--- src/rtl/iter_mul_unit_pkg.sv ---
// Shared types and constants for the iterative multiplier and its helpers.
package mul_pkg;

  typedef enum logic [1:0] {
    S_IDLE = 2'd0,
    S_RUN  = 2'd1,
    S_DONE = 2'd2
  } state_t;

  localparam int unsigned DEFAULT_WIDTH = 32;

  // Bit counter must be able to hold WIDTH after the final increment.
  function automatic int unsigned cnt_width(input int unsigned w);
    return $clog2(w) + 1;
  endfunction

endpackage

--- src/rtl/iter_mul_unit_if.sv ---
// Request/response bundle between the EXECUTE stage and the multiplier.
interface iter_mul_unit_if #(
  parameter int unsigned WIDTH = mul_pkg::DEFAULT_WIDTH
);
  logic             start;
  logic             signed_op;
  logic [WIDTH-1:0] op_a;
  logic [WIDTH-1:0] op_b;
  logic             flush;
  logic             ready;
  logic             busy;
  logic             done;
  logic [WIDTH-1:0] result_lo;
  logic [WIDTH-1:0] result_hi;
  logic             overflow;

  modport master (
    output start, signed_op, op_a, op_b, flush,
    input  ready, busy, done, result_lo, result_hi, overflow
  );

  modport slave (
    input  start, signed_op, op_a, op_b, flush,
    output ready, busy, done, result_lo, result_hi, overflow
  );
endinterface

--- src/rtl/iter_mul_unit_signfix.sv ---
// Sign handling around an unsigned core: operand magnitudes and final negate.
module mul_signfix
  import mul_pkg::*;
#(
  parameter int unsigned WIDTH = DEFAULT_WIDTH
) (
  input  logic               signed_op_i,
  input  logic [WIDTH-1:0]   op_a_i,
  input  logic [WIDTH-1:0]   op_b_i,
  output logic [WIDTH-1:0]   mag_a_o,
  output logic [WIDTH-1:0]   mag_b_o,
  output logic               neg_o,
  input  logic               neg_i,
  input  logic [2*WIDTH-1:0] prod_i,
  output logic [2*WIDTH-1:0] prod_o
);

  logic neg_a;
  logic neg_b;

  // Magnitudes wrap naturally: the most negative value maps to 2^(WIDTH-1).
  always_comb begin
    neg_a   = signed_op_i & op_a_i[WIDTH-1];
    neg_b   = signed_op_i & op_b_i[WIDTH-1];
    mag_a_o = neg_a ? (-op_a_i) : op_a_i;
    mag_b_o = neg_b ? (-op_b_i) : op_b_i;
    neg_o   = neg_a ^ neg_b;
    prod_o  = neg_i ? (-prod_i) : prod_i;
  end

endmodule

--- src/rtl/iter_mul_unit.sv ---
// Multi-cycle shift-add multiplier, one multiplier bit per cycle.
module iter_mul_unit
  import mul_pkg::*;
#(
  parameter int unsigned WIDTH      = DEFAULT_WIDTH,
  parameter int unsigned EARLY_EXIT = 1
) (
  input  logic            clock,
  input  logic            reset,
  iter_mul_unit_if.slave  bus
);

  localparam int unsigned CW = cnt_width(WIDTH);

  state_t             state_q, state_d;
  logic [WIDTH-1:0]   mcand_q, mcand_d;
  logic [WIDTH-1:0]   mplier_q, mplier_d;
  logic [2*WIDTH-1:0] acc_q, acc_d;
  logic [CW-1:0]      cnt_q, cnt_d;
  logic               neg_q, neg_d;
  logic               sgn_q, sgn_d;
  logic [WIDTH-1:0]   res_lo_q, res_lo_d;
  logic [WIDTH-1:0]   res_hi_q, res_hi_d;
  logic               ovf_q, ovf_d;

  logic [WIDTH-1:0]   mag_a, mag_b;
  logic               neg_in;
  logic [2*WIDTH-1:0] addend, acc_sum, prod;
  logic [WIDTH-1:0]   mplier_shr;
  logic               finish;

  // Product is taken from this edge's accumulation so the exit edge needs no extra cycle.
  assign addend     = mplier_q[0] ? ({{WIDTH{1'b0}}, mcand_q} << cnt_q) : '0;
  assign acc_sum    = acc_q + addend;
  assign mplier_shr = mplier_q >> 1;
  assign finish     = (cnt_q == CW'(WIDTH - 1)) ||
                      ((EARLY_EXIT != 0) && (mplier_shr == '0));

  mul_signfix #(.WIDTH(WIDTH)) u_signfix (
    .signed_op_i (bus.signed_op),
    .op_a_i      (bus.op_a),
    .op_b_i      (bus.op_b),
    .mag_a_o     (mag_a),
    .mag_b_o     (mag_b),
    .neg_o       (neg_in),
    .neg_i       (neg_q),
    .prod_i      (acc_sum),
    .prod_o      (prod)
  );

  // State and datapath registers; reset clears everything.
  always_ff @(posedge clock) begin
    if (!reset) begin
      state_q  <= S_IDLE;
      mcand_q  <= '0;
      mplier_q <= '0;
      acc_q    <= '0;
      cnt_q    <= '0;
      neg_q    <= 1'b0;
      sgn_q    <= 1'b0;
      res_lo_q <= '0;
      res_hi_q <= '0;
      ovf_q    <= 1'b0;
    end else begin
      state_q  <= state_d;
      mcand_q  <= mcand_d;
      mplier_q <= mplier_d;
      acc_q    <= acc_d;
      cnt_q    <= cnt_d;
      neg_q    <= neg_d;
      sgn_q    <= sgn_d;
      res_lo_q <= res_lo_d;
      res_hi_q <= res_hi_d;
      ovf_q    <= ovf_d;
    end
  end

  // Next-state logic: capture on accepted start, iterate in RUN, load result on exit.
  always_comb begin
    state_d  = state_q;
    mcand_d  = mcand_q;
    mplier_d = mplier_q;
    acc_d    = acc_q;
    cnt_d    = cnt_q;
    neg_d    = neg_q;
    sgn_d    = sgn_q;
    res_lo_d = res_lo_q;
    res_hi_d = res_hi_q;
    ovf_d    = ovf_q;
    unique case (state_q)
      S_IDLE, S_DONE: begin
        if (bus.start && !bus.flush) begin
          state_d  = S_RUN;
          mcand_d  = mag_a;
          mplier_d = mag_b;
          neg_d    = neg_in;
          sgn_d    = bus.signed_op;
          acc_d    = '0;
          cnt_d    = '0;
        end else begin
          state_d = S_IDLE;
        end
      end
      S_RUN: begin
        if (bus.flush) begin
          state_d = S_IDLE;
        end else begin
          acc_d    = acc_sum;
          mplier_d = mplier_shr;
          cnt_d    = cnt_q + CW'(1);
          if (finish) begin
            state_d  = S_DONE;
            res_hi_d = prod[2*WIDTH-1:WIDTH];
            res_lo_d = prod[WIDTH-1:0];
            ovf_d    = sgn_q ? (prod[2*WIDTH-1:WIDTH] != {WIDTH{prod[WIDTH-1]}})
                             : (prod[2*WIDTH-1:WIDTH] != '0);
          end
        end
      end
      default: state_d = S_IDLE;
    endcase
  end

  assign bus.ready     = (state_q == S_IDLE) || (state_q == S_DONE);
  assign bus.busy      = (state_q == S_RUN);
  assign bus.done      = (state_q == S_DONE);
  assign bus.result_lo = res_lo_q;
  assign bus.result_hi = res_hi_q;
  assign bus.overflow  = ovf_q;

endmodule

--- src/flat_wrapper.sv ---
// flat-port wrapper written by rule: the top's interface ports become plain ports
module iter_mul_unit_flat import mul_pkg::*;
#(
  parameter int unsigned WIDTH      = DEFAULT_WIDTH,
  parameter int unsigned EARLY_EXIT = 1
)
  (clock, reset, bus_start, bus_signed_op, bus_op_a, bus_op_b, bus_flush, bus_ready, bus_busy, bus_done, bus_result_lo, bus_result_hi, bus_overflow);
  iter_mul_unit_if #(.WIDTH(WIDTH)) bus_i ();
  input  logic clock;
  input  logic reset;
  input wire logic [$bits(bus_i.start)-1:0] bus_start;
  input wire logic [$bits(bus_i.signed_op)-1:0] bus_signed_op;
  input wire logic [$bits(bus_i.op_a)-1:0] bus_op_a;
  input wire logic [$bits(bus_i.op_b)-1:0] bus_op_b;
  input wire logic [$bits(bus_i.flush)-1:0] bus_flush;
  output wire logic [$bits(bus_i.ready)-1:0] bus_ready;
  output wire logic [$bits(bus_i.busy)-1:0] bus_busy;
  output wire logic [$bits(bus_i.done)-1:0] bus_done;
  output wire logic [$bits(bus_i.result_lo)-1:0] bus_result_lo;
  output wire logic [$bits(bus_i.result_hi)-1:0] bus_result_hi;
  output wire logic [$bits(bus_i.overflow)-1:0] bus_overflow;
  assign bus_i.start = bus_start;
  assign bus_i.signed_op = bus_signed_op;
  assign bus_i.op_a = bus_op_a;
  assign bus_i.op_b = bus_op_b;
  assign bus_i.flush = bus_flush;
  assign bus_ready = bus_i.ready;
  assign bus_busy = bus_i.busy;
  assign bus_done = bus_i.done;
  assign bus_result_lo = bus_i.result_lo;
  assign bus_result_hi = bus_i.result_hi;
  assign bus_overflow = bus_i.overflow;
  iter_mul_unit #(.WIDTH(WIDTH), .EARLY_EXIT(EARLY_EXIT)) u_core (.clock(clock), .reset(reset), .bus(bus_i));
endmodule
--- config.mk ---
export PLATFORM = sky130hd
export DESIGN_NAME = iter_mul_unit_flat
export DESIGN_NICKNAME = d
export VERILOG_FILES = /design/src/rtl/iter_mul_unit_pkg.sv /design/src/rtl/iter_mul_unit_if.sv /design/src/rtl/iter_mul_unit_signfix.sv /design/src/rtl/iter_mul_unit.sv /design/src/flat_wrapper.sv
export SDC_FILE = /design/constraint.sdc
export NUM_CORES = 1
export LEC_CHECK = 0
export ABC_AREA = 1
export CORE_UTILIZATION = 40
export CTS_CLUSTER_SIZE = 8
export DETAILED_ROUTE_END_ITERATION = 10
export PLACE_DENSITY = 0.63
export SLEW_MARGIN = 0
export SYNTH_ARGS = -nofsm -noshare
export SYNTH_HDL_FRONTEND = slang
export SYNTH_HIERARCHICAL = 1
export SYNTH_SLANG_ARGS = --single-unit
--- constraint.sdc ---
create_clock -name clock -period 12.25 [get_ports clock]
set_input_delay 2.45 -clock clock [delete_from_list [all_inputs] [get_ports clock]]
set_output_delay 2.45 -clock clock [all_outputs]
set_load 0.05 [all_outputs]
==> out/results.tsv <==
metric	value	unit
outcome	completed	
reg2reg_from	u_core/cnt_q[1]	
instances_no_fill	4108	
netlist_area	19400	um2
clock-sinks	203	
cts_buffers	30	
vias_per_cell	5.32	
yosysTopAreaCellShare	20.9	%
grt_first_pass_wirelength	112	mm
routed-via-count	21900	
antennaDiodeCount	0	
cp-startpoint	u_core/cnt_q[1]	
synth_warnings	6	
hp-class	flop to flop	
holdWs	463	ps
start_util	40.6	%
die_area	49400	um2
topRoutingLayerUsed	met4	
final_hold_viol_count	0	
cts_resized	0	
rows	80	
synthTopCellsByCount	nand2_1, nor2_1, inv_1, o21ai_0	
skew	18.2	ps
grt_pass1_vias	20400	
power.leakage	0.0100	uW
ys_seq_elements	203	
detail_route.wl_per_cell	17.7	um
route.met2.wl	33.3	mm
grt_max_degree	97	
yosysMostFrequentCell	nand2_1	
critPathCaptureType	flop	
portBuffers	136	
synthArstFlopShare	0	%
drive_gt1_share	4.24	%
dr.first_iter.drc_count	1714	
synth-edff-count	0	
final.setup.tns	0	ps
grt_setup_unrepaired	false	
clock.fmax	137	MHz
drv_cap	0	
grt_antenna_before_repair	0	
max_stage_delay	960	ps
critPathMaxFanout	39	
crit_required	12680	ps
ioPinCount	137	
yosysSeqAreaShare	20.9	%
synthTopCellsByArea	dfxtp_1, nand2_1, nor2_1, inv_1, o21ai_0	
grtUsageTotal	28.9	%
slew_viol_final	0	
worstHoldStart	u_core/mcand_q[10]	
dp.final_hpwl	58.8	mm
place_congestion	1.05	
die_y	222	um
die_x	222	um
tightest_slew	1070	ps
wl_met1	31.0	mm
drc	0	
synthDistinctLibCells	60	
clockRootBuffer	clkbuf_16	
fin_crit	7310	ps
finalCritPeriodShare	59.6	%
area_growth	12.6	%
tritoncts	done	
relSlewSlack	28.6	%
finalNetCount	3624	
overflow	0	
clock_latency	590	ps
finalWirelength	72.5	mm
post_cts_buffers	0	
setup_viol	0	
synth_largest_area_cell	dfxtp_1	
core_area	47800	um2
start_kind	flop	
synthFlopType	dfxtp_1	
power	1780	uW
h-tree-depth	1	
worst_path_most_repeated_cell	nand2_1	
place_inst	4070	
syn_inst	3433	
cp.arrival	7740	ps
drt_pass1_iterations	6	
postSynthAreaPerCell	5.66	um2
cts_buffer_depth	3	
max-vdd-ir-drop	98.4	uV
critical-path-slowest-cell	dfxtp_1	
ant_nets	0	
wl_met3	3.95	mm
powerDensity	81.6	nW/um2
path_clk_slew	50	ps
syn_nets	3570	
critPathKind	flop to flop	
hold_buffers	0	
[report_power, final]
group          internal [uW]  switching [uW]  total (uW)
combinational            107             229         336
clock                    444             313         757
sequential               678            14.1         692
total                   1230             556        1780
[critical path, delay by kind of cell, from the launching register on]
| kind | cells | cell delay [ps] |
|---|---|---|
| AOI/OAI and AO/OA | 6 | 1570 |
| adders and majority gates | 1 | 360 |
| buffers and inverters | 5 | 870 |
| DFF | 1 | 960 |
| and+or+nand+nor | 26 | 3380 |
[path summary, 6_finish.rpt]
check	end	slack, ps	cells past startpoint
setup / recovery	u_core/bus.overflow	4940	38
hold / removal	u_core/mcand_q[10]	460	2
setup reg to reg	u_core/bus.overflow	4940	38
hold reg to reg	u_core/mcand_q[10]	460	2
[final cells by class]
class | count | area (um2)
Sequential cell | 203 | 4070
Timing Repair Buffer | 148 | 1450
Multi-Input combinational cell | 2734 | 13400
Fill cell | 5383 | 26000
Clock buffer | 35 | 790
Tap cell | 615 | 769
Inverter | 370 | 1390
Clock inverter | 3 | 26.3
[flip-flops by register name, indices dropped and copies added (netlist names)]
signal,count
u_core/neg_q,1
u_core/mcand_q,32
u_core/sgn_q,1
u_core/acc_q,64
u_core/bus.overflow,1
u_core/mplier_q,32
u_core/state_q,2
u_core/cnt_q,6
u_core/bus.result_hi,32
u_core/bus.result_lo,32
[layer usage]
layer	vias to the layer above	global-route usage (%)
li1	11200	-
met1	9821	35.9
met2	680	49.0
met3	179	2.86
met4	0	16.0
met5	-	0
[kinds of logic after synthesis]
| group | after synthesis | synth area share, % |
|---|---|---|
| compound gates | 594 | 16.5 |
| xor+xnor | 109 | 4.99 |
| fa+ha+maj | 68 | 4.42 |
| buf+inv | 496 | 10.2 |
| flops | 203 | 20.9 |
| mux | 3 | 0.155 |
| simple gates | 1960 | 42.8 |
[cell usage in the layout, fill, tap and decap left out, types with 12 or more instances in the layout]
master and instances:
dfxtp_1 202, a31oi_1 40, nor2_1 455, o21bai_1 19, o21ai_0 240, and2_1 34
nand3_1 225, inv_1 352, nor2_2 16, nand2_2 28, nor4_1 16, clkdlybuf4s50_1 135
xor2_1 85, clkbuf_16 30, o22ai_1 13, nand3b_1 14, ha_1 67, inv_2 13
xnor2_1 22, nand2_1 1059, nor3_1 27, a21oi_1 225, nand4_1 53, buf_4 12
o21ai_1 26
[metrics by stage]
stage	cell area [um2]	utilization [%]	worst slack [ps]
2_1_floorplan	19400	-	7720
3_3_place_gp	21100	44.0	5060
3_5_place_dp	21100	44.0	5140
4_1_cts	21900	45.7	5120
5_1_grt	21900	45.7	4220
6_report	21900	45.7	4940
Power figures use the tool's default switching activity.
